**config.mk**
```make
export PLATFORM = sky130hd
export DESIGN_NAME = ad_sync_ctrl
export DESIGN_NICKNAME = d
export VERILOG_FILES = /design/src/rtl/ad_sync_ctrl_pkg.sv /design/src/rtl/ad_sync_ctrl.sv
export SDC_FILE = /design/constraint.sdc
export NUM_CORES = 1
export LEC_CHECK = 0
export ABC_CLOCK_PERIOD_IN_PS = 3270
export CAP_MARGIN = 15
export CORE_MARGIN = 5
export CORE_UTILIZATION = 30
export DETAILED_ROUTE_END_ITERATION = 8
export SLEW_MARGIN = 15
export SYNTH_ARGS = -nofsm -noshare
export SYNTH_HDL_FRONTEND = slang
export SYNTH_SLANG_ARGS = --single-unit
```
**constraint.sdc**
```tcl
create_clock -name clk -period 3.27 [get_ports clk]
set_input_delay 0.327 -clock clk [delete_from_list [all_inputs] [get_ports clk]]
set_output_delay 0.327 -clock clk [all_outputs]
set_load 0.03 [all_outputs]
```
**src/rtl/ad_sync_ctrl_pkg.sv**
```systemverilog
// ad_sync_ctrl_pkg: shared AD-model sync definitions (preamble words,
// header length, FSM state encodings, header word helper).
package ad_sync_ctrl_pkg;

  localparam int unsigned HDR_LEN        = 4;
  localparam logic [1:0]  HDR_LAST       = 2'(HDR_LEN - 1);
  localparam logic [15:0] SYNC_PRE_WORD  = 16'hFFFF;
  localparam logic [15:0] SYNC_ZERO_WORD = 16'h0000;

  typedef enum logic [1:0] {
    ST_IDLE = 2'd0,
    ST_SOL  = 2'd1,
    ST_ACT  = 2'd2,
    ST_EOL  = 2'd3
  } state_t;

  // Header word at position idx: preamble, two zero words, then the code.
  function automatic logic [15:0] hdr_word(input logic [1:0]  idx,
                                           input logic [15:0] code);
    if (idx == 2'd0) begin
      return SYNC_PRE_WORD;
    end else if (idx == HDR_LAST) begin
      return code;
    end else begin
      return SYNC_ZERO_WORD;
    end
  endfunction

endpackage

```
**src/rtl/ad_sync_ctrl.sv**
```systemverilog
// ad_sync_ctrl: per-line sync header sequencer for the AD latch stage.
// Emits SOL header, ACT window (pixel request led by PIPE_LAT), EOL header.
// Optional macro AD_SYNC_FRAME_EN swaps in SOF/EOF codes at frame edges.
// PIPE_LAT is meaningful in the range 0..4 (at most one header length).
module ad_sync_ctrl
  import ad_sync_ctrl_pkg::*;
#(
  parameter int LW_WIDTH = 13,
  parameter int PIPE_LAT = 2
) (
  input  logic                clk,
  input  logic                reset,
  input  logic                i_line_start,
  input  logic [LW_WIDTH-1:0] iv_line_width,
  input  logic [15:0]         iv_sol_code,
  input  logic [15:0]         iv_eol_code,
  input  logic                i_frame_last,
  input  logic [15:0]         iv_sof_code,
  input  logic [15:0]         iv_eof_code,
  output logic                o_sync_word_sel,
  output logic [15:0]         ov_sync_word,
  output logic                o_pix_req,
  output logic                o_busy,
  output logic                o_start_err
);

  localparam logic [LW_WIDTH-1:0] CNT_ONE = {{(LW_WIDTH-1){1'b0}}, 1'b1};
  // When the lead equals the whole SOL header the request starts on accept.
  localparam bit         PIX_AT_ACCEPT = (PIPE_LAT >= 4);
  localparam logic [1:0] PIX_WCNT      = PIX_AT_ACCEPT ? 2'd0 : 2'(3 - PIPE_LAT);

  state_t                state_q;
  logic [1:0]            wcnt_q;
  logic [LW_WIDTH-1:0]   act_cnt_q;
  logic [LW_WIDTH-1:0]   pcnt_q;
  logic [LW_WIDTH-1:0]   wid_q;
  logic [15:0]           sol_code_q;
  logic [15:0]           eol_code_q;
  logic                  sel_q;
  logic [15:0]           word_q;
  logic                  pix_q;
  logic                  busy_q;
  logic                  err_q;

  logic [15:0]           sol_sel_d;
  logic [15:0]           eol_sel_d;
  logic                  pix_go_d;
  logic [LW_WIDTH-1:0]   pix_len_d;

`ifdef AD_SYNC_FRAME_EN
  logic                  sof_pend_q;

  // Pick frame codes for the line being accepted.
  always_comb begin
    sol_sel_d = sof_pend_q   ? iv_sof_code : iv_sol_code;
    eol_sel_d = i_frame_last ? iv_eof_code : iv_eol_code;
  end
`else
  logic unused_frame_inputs;
  assign unused_frame_inputs = ^{i_frame_last, iv_sof_code, iv_eof_code};

  // Without frame tracking the line codes pass straight through.
  always_comb begin
    sol_sel_d = iv_sol_code;
    eol_sel_d = iv_eol_code;
  end
`endif

  // Decide when the pixel request window opens and how long it lasts.
  always_comb begin
    pix_go_d  = 1'b0;
    pix_len_d = wid_q;
    if (PIX_AT_ACCEPT) begin
      pix_go_d  = (state_q == ST_IDLE) && i_line_start && (iv_line_width != '0);
      pix_len_d = iv_line_width;
    end else begin
      pix_go_d  = (state_q == ST_SOL) && (wcnt_q == PIX_WCNT) && (wid_q != '0);
    end
  end

  // Line sequencer: all outputs are registered copies of the next state.
  always_ff @(posedge clk) begin
    if (reset) begin
      state_q    <= ST_IDLE;
      wcnt_q     <= 2'd0;
      act_cnt_q  <= '0;
      pcnt_q     <= '0;
      sel_q      <= 1'b0;
      word_q     <= SYNC_ZERO_WORD;
      pix_q      <= 1'b0;
      busy_q     <= 1'b0;
      err_q      <= 1'b0;
`ifdef AD_SYNC_FRAME_EN
      sof_pend_q <= 1'b1;
`endif
    end else begin
      // A start can only land while idle; otherwise it is flagged.
      err_q <= i_line_start && busy_q;

      case (state_q)
        ST_IDLE: begin
          if (i_line_start) begin
            wid_q      <= iv_line_width;
            sol_code_q <= sol_sel_d;
            eol_code_q <= eol_sel_d;
`ifdef AD_SYNC_FRAME_EN
            sof_pend_q <= i_frame_last;
`endif
            state_q    <= ST_SOL;
            wcnt_q     <= 2'd0;
            sel_q      <= 1'b1;
            word_q     <= SYNC_PRE_WORD;
            busy_q     <= 1'b1;
          end
        end
        ST_SOL: begin
          if (wcnt_q == HDR_LAST) begin
            wcnt_q <= 2'd0;
            if (wid_q == '0) begin
              state_q <= ST_EOL;
              word_q  <= hdr_word(2'd0, eol_code_q);
            end else begin
              state_q   <= ST_ACT;
              sel_q     <= 1'b0;
              word_q    <= SYNC_ZERO_WORD;
              act_cnt_q <= wid_q;
            end
          end else begin
            wcnt_q <= wcnt_q + 2'd1;
            word_q <= hdr_word(wcnt_q + 2'd1, sol_code_q);
          end
        end
        ST_ACT: begin
          if (act_cnt_q == CNT_ONE) begin
            state_q   <= ST_EOL;
            act_cnt_q <= '0;
            wcnt_q    <= 2'd0;
            sel_q     <= 1'b1;
            word_q    <= hdr_word(2'd0, eol_code_q);
          end else begin
            act_cnt_q <= act_cnt_q - CNT_ONE;
          end
        end
        ST_EOL: begin
          if (wcnt_q == HDR_LAST) begin
            state_q <= ST_IDLE;
            wcnt_q  <= 2'd0;
            sel_q   <= 1'b0;
            word_q  <= SYNC_ZERO_WORD;
            busy_q  <= 1'b0;
          end else begin
            wcnt_q <= wcnt_q + 2'd1;
            word_q <= hdr_word(wcnt_q + 2'd1, eol_code_q);
          end
        end
        default: begin
          state_q <= ST_IDLE;
        end
      endcase

      // Pixel request runs W cycles, PIPE_LAT ahead of the ACT window.
      if (pix_q) begin
        if (pcnt_q == CNT_ONE) begin
          pix_q  <= 1'b0;
          pcnt_q <= '0;
        end else begin
          pcnt_q <= pcnt_q - CNT_ONE;
        end
      end else if (pix_go_d) begin
        pix_q  <= 1'b1;
        pcnt_q <= pix_len_d;
      end
    end
  end

  assign o_sync_word_sel = sel_q;
  assign ov_sync_word    = word_q;
  assign o_pix_req       = pix_q;
  assign o_busy          = busy_q;
  assign o_start_err     = err_q;

endmodule
```
## Word-level counts from Yosys, hierarchy flattened

Cells that the tools add are included.

- Register bits after elaboration: 95
- Bits in latches: 0
- Bits in writable memories: 0
- Memory bits (read-only): 0
- Bits of input ports: 81
- Output and inout port bits: 20
- Word-level logic and storage cells: 83
- Memories: 0

- $add $sub $neg: 3
- Multipliers: 0
- Div/mod/pow operators: 0
- $lt $le $gt $ge: 0
- Eq/ne operators: 13
- Shift operators: 0
- Muxes and demuxes: 37
- Bitwise gates (word level): 1
- Reductions and logical operators: 17

Operator list:

| cell | number |
|---|---|
| $mux W16 | 9 |
| $mux W13 | 6 |
| $pmux W16 S4 | 1 |
| $eq A13 B1 Y1 const B | 2 |
| $pmux W13 S2 | 1 |
| $sub A13 B1 Y13 const B | 2 |
| $mux W2 | 7 |
| $logic_not A13 Y1 | 1 |
| $reduce_bool A13 Y1 | 1 |
| $mux W1 | 9 |
| $reduce_and A3 Y1 | 3 |
| $eq A2 B2 Y1 const B | 4 |
| $ne A2 B2 Y1 const B | 4 |
| $pmux W2 S4 | 1 |
| $pmux W2 S3 | 1 |
| $reduce_bool A2 Y1 | 3 |
| $reduce_and A5 Y1 | 1 |
| $eq A2 B1 Y1 const B | 2 |
| $logic_not A2 Y1 | 2 |
| $pmux W1 S4 | 1 |
| $reduce_and A4 Y1 | 1 |
| $logic_and A1 B1 Y1 | 3 |
| $add A2 B1 Y2 const B | 1 |
| $ne A2 B1 Y1 const B | 1 |
| 4 further kinds | 4 |

## Depth between registers and ports, before layout

- Word-level depth: 6
- Gate-level depth with buffers: 9
- Depth with buffers taken out: 7

## Worst setup path after synthesis

No wires, ideal clock.

- Path kind: register to register
- From: register act_cnt_q[1]
- To: register word_q[10] (netlist: ov_sync_word[10])
- Library setup time: 0.139 ns
- Arrival: 2.027 ns
- Data required time: 3.131 ns
- Slack: 1.104 ns
- Stages on the path, launching flop included: 9
- Buffers on the path: 1
- Period minus slack after synthesis: 2.166 ns
- Path through: dfxtp_1 inv_1 ha_1 or3b_4 o41ai_4 nand2_4 nor2_4 buf_4 a211oi_1

- Longest elaborated chain between the ends: 3

Ends and longest elaborated chain:

| item | line | text |
|---|---|---|
| from (decl) | ad_sync_ctrl.sv:34 | `logic [LW_WIDTH-1:0] act_cnt_q;` |
| from (signal assigned) | ad_sync_ctrl.sv:126 | `act_cnt_q <= wid_q;` |
| from (signal assigned) | ad_sync_ctrl.sv:141 | `act_cnt_q <= act_cnt_q - CNT_ONE;` |
| $eq A13 B1 Y1 | ad_sync_ctrl.sv:134 | `if (act_cnt_q == CNT_ONE) begin` |
| $ne A2 B2 Y1 (no source line) | - |  |
| $reduce_and A2 Y1 (no source line) | - |  |
| to (signal assigned) | ad_sync_ctrl.sv:130 | `word_q <= hdr_word(wcnt_q + 2'd1, sol_code_q);` |
| to (signal assigned) | ad_sync_ctrl.sv:139 | `word_q <= hdr_word(2'd0, eol_code_q);` |
| to (signal assigned) | ad_sync_ctrl.sv:153 | `word_q <= hdr_word(wcnt_q + 2'd1, eol_code_q);` |
| to (decl) | ad_sync_ctrl.sv:40 | `logic [15:0] word_q;` |

Every way passes these cells.
A chain may end at the register's enable or synchronous reset.

## Worst setup path after layout

- From: register state_q[1]
- To: register act_cnt_q[12]

- Longest elaborated chain between the ends: 3
- Elaborated cells on any way between the ends: 7
- Classes of those cells: 4 x eq/ne; 1 x mux; 2 x reduce/logical

Ends and longest elaborated chain:

| item | line | text |
|---|---|---|
| from (decl) | ad_sync_ctrl.sv:32 | `state_t state_q;` |
| from (signal assigned) | ad_sync_ctrl.sv:84 | `state_q <= ST_IDLE;` |
| from (signal assigned) | ad_sync_ctrl.sv:109 | `state_q <= ST_SOL;` |
| from (signal assigned) | ad_sync_ctrl.sv:120 | `state_q <= ST_EOL;` |
| $eq A2 B1 Y1 / $eq A2 B2 Y1 (equally long branches) | ad_sync_ctrl.sv:100 | `case (state_q)` |
| $ne A2 B2 Y1 (no source line) (tied with other cells) | - |  |
| $reduce_and A3 Y1 (no source line) | - |  |

Parallel ways exist; a longest one is shown, timed or not.

==> flow_metrics.env <==
export IMPL_status="completed"
export IMPL_synth_mux_area_frac=0.0130
export IMPL_layout_area_overhead_vs_synth_pct=25.4
export IMPL_cp_max_fo=19
export IMPL_finalCritPeriodShare=0.736
export IMPL_switching_power_w=0.00198
export IMPL_synth_edf_count=45
export IMPL_p_leak_nw=2.23
export IMPL_period_minus_slack_ps=2410
export IMPL_vias=3944
export IMPL_cp_end_kind="flip-flop"
export IMPL_syn_avg_cell_area_um2=9.69
export IMPL_holdPathStages=2
export IMPL_drt_total_wl_um=12000
export IMPL_max_stage_delay_ps=640
export IMPL_rsz0062_at_grt="no"
export IMPL_nNetsFinal=631
export IMPL_cts_tree="yes"
export IMPL_crit_chain="inv_1 > ha_1 > inv_1 > nand2_1 > and2_1 > o32ai_1"
export IMPL_cts_max_level=3
export IMPL_crit_buf_inv=2
export IMPL_post_cts_setup_buffers=0
export IMPL_drtIter0Drc=276
export IMPL_ys_types=53
export IMPL_cellPowerDensity_nw_per_um2=867
export IMPL_grt_usage=0.135
export IMPL_maxSlewHeadroom=0.277
export IMPL_avgViaCountPerCell=5.23
export IMPL_grt_pass1_wl_um=19600
export IMPL_cts_hold_buf=0
export IMPL_detail_route_wl_per_cell_um=15.9
export IMPL_n_fill_cell=1520
export IMPL_clk_path_buf_depth=2
export IMPL_pwr_share_clk=0.232
export IMPL_coreArea_um2=15300
export IMPL_cts_sinks=95
export IMPL_fin_ws_ps=862
export IMPL_crit_top_cell="inv_1"
export IMPL_finalPower_w=0.00511
export IMPL_diodes=0
export IMPL_grt_antenna_before_repair=0
export IMPL_synth_xor_xnor_area_share=0
export IMPL_worstSetupPathDepth=6
export IMPL_yosys_warnings=0
export IMPL_rows=45
export IMPL_p_int_w=0.00314
export IMPL_pwr_share_comb=0.420
export IMPL_fp_dieArea_um2=18300
export IMPL_die_y_um=135
export IMPL_ys_seq_area_frac=0.500
export IMPL_overflow=0
export IMPL_drv_slew=0
export IMPL_drive_above_1_share=0.0755
export IMPL_ant_nets=0
export IMPL_hold_viol=0
export IMPL_dp_slack_ps=908
export IMPL_cts_buffers=9
export IMPL_final_area_um2=5900
export IMPL_reg2reg_slack_ps=860
export IMPL_clock_skew_ps=11.1
export IMPL_post_route_drc_count=0
export IMPL_worstMarginPinSlew_ps=1080
export IMPL_grt_pass1_vias=3913
export IMPL_required_ps=3480
export IMPL_dpl_instance_area_um2=5560
export IMPL_yosys_area_top_type="edfxtp_1"
export IMPL_reg2regPathDepth=6
export IMPL_p_sw_frac=0.386
export IMPL_root_buffer="clkbuf_16"
export IMPL_crit_type="reg -> reg"
export IMPL_async_flop_share=0
export IMPL_firstDrtPassIters=5
export IMPL_place_congestion=0.823
export IMPL_ios=101
export IMPL_synthesis_nets=578
export IMPL_start_kind="flip-flop"
export IMPL_synthesis_area_um2=4700
export IMPL_die_w_um=135
export IMPL_irDropWorstVdd_mv=0.321
export IMPL_synth_area_leaders="edfxtp_1 (29%), dfxtp_1 (21%), nand2_1 (4.5%), a21oi_1 (3.8%), ha_1 (3.2%)"
export IMPL_clk_pin_slew_ps=60
export IMPL_synthCells=485
export IMPL_grt_max_degree=50
export IMPL_slowest_stage="ha_1"
export IMPL_synthAdderAreaFrac=0.0319
export IMPL_pwr_share_seq=0.348
export IMPL_finalSetupViolCount=0
export IMPL_synth_top_family_by_area="compound AO/OA/AOI/OAI gates"
export IMPL_min_path_type="reg -> reg"
export IMPL_fmax_mhz=415
export IMPL_crit_family="simple AND/OR/NAND/NOR gates"
export IMPL_synth_compound_area_frac=0.240
export IMPL_yosys_area_top_type_share=0.287
export IMPL_crit_arrival_ps=2620
export IMPL_place_hpwl_um=8190
export IMPL_yosys_area_share_simple=0.164
export IMPL_ys_ff_latch=95
export IMPL_ys_flop_type="dfxtp_1"
export IMPL_place_port_buffers=67
export IMPL_start_util=0.308
export IMPL_finalSetupTns_ps=0
export IMPL_cts_repair_resized=0
export IMPL_clock_latency_ps=350
export IMPL_drv_cap=0
==> area by class of cell <==
cell class / instances / area (µm²) / area share
Sequential cell: 95 / 2350 / 0.399
Timing Repair Buffer: 78 / 748 / 0.127
Tap cell: 211 / 264 / 0.0448
Multi-Input combinational cell: 331 / 2110 / 0.358
Clock buffer: 12 / 236 / 0.0401
Inverter: 23 / 86.3 / 0.0146
Clock inverter: 4 / 95.1 / 0.0161
==> worst register-to-register path, cell delays in order (launching register included) <==
cell and delay, ps:
dfxtp_1 350, inv_1 90, ha_1 640, inv_1 120
nand2_1 450, and2_1 460, o32ai_1 150
==> stage by stage <==
stage          hold WS [ps]  instances  utilization
4_1_cts                 490        754        0.386
5_1_grt                 507        754        0.386
6_report                492        754        0.386
3_5_place_dp            468        738        0.365
3_3_place_gp            458        738        0.365
2_1_floorplan           426        485            -
==> cells in the mapped netlist, types with 12 or more instances <==
cell	number
dfxtp_1	50
nor3_1	12
a32oi_1	16
clkbuf_1	29
edfxtp_1	45
nor2_1	39
ha_1	12
a21o_1	17
a21oi_1	36
nand2_1	56
o32ai_1	13
a211oi_1	13
inv_1	23
==> sequential cells by signal, indices dropped and copies added (netlist names) <==
signal           flops
ov_sync_word        16
sol_code_q          16
pcnt_q              13
eol_code_q          16
act_cnt_q           13
wcnt_q               2
o_pix_req            1
o_start_err          1
pix_len_d           13
o_sync_word_sel      1
o_busy               1
state_q              2
==> cell usage in the layout, fill, tap and decap left out, types with 5 or more instances in the layout <==
cell             instances
o32ai_1                 13
nor4_1                   8
mux2i_1                  5
buf_4                   11
nand2_1                 56
nor3_1                  12
a211oi_1                13
a32oi_1                 16
o21ai_0                  7
nand3_1                  5
clkdlybuf4s50_1         66
inv_1                   23
ha_1                    12
nor2_1                  39
a21o_1                  17
edfxtp_1                45
a41oi_1                  5
a31oi_1                 11
dfxtp_1                 50
nor3b_1                  5
a211oi_2                 6
clkbuf_16                9
o22ai_1                  6
nor2b_1                 11
a21oi_1                 36
==> cell families after synthesis <==
family          Yosys count
mux                       6
fa+ha+maj                12
buf+inv                  59
compound gates          153
simple gates            160
flops                    95
==> per-layer routing <==
metal	GRT usage	vias up	wire [µm]
li1	-	1919	-
met1	0.166	1870	5340
met2	0.216	136	5710
met3	0.0409	19	738
met4	0.0627	0	231
met5	0	-	0
==> path summary, 6_finish.rpt <==
kind,from,end
setup reg to reg,state_q[1],act_cnt_q[12]
hold reg to reg,o_sync_word_sel,o_sync_word_sel
setup / recovery,state_q[1],act_cnt_q[12]
hold / removal,o_sync_word_sel,o_sync_word_sel
==> power by group through the flow <==
stage	sequential (W)	clock, W	combinational, W
after floorplan	0.00194	0	0.00136
after global routing	0.00182	0.00126	0.00236
after global placement	0.00180	0	0.00208
after CTS	0.00178	0.00121	0.00214
final	0.00178	0.00119	0.00215
after detailed placement	0.00180	0	0.00213
(Power assumes the default switching activity.)
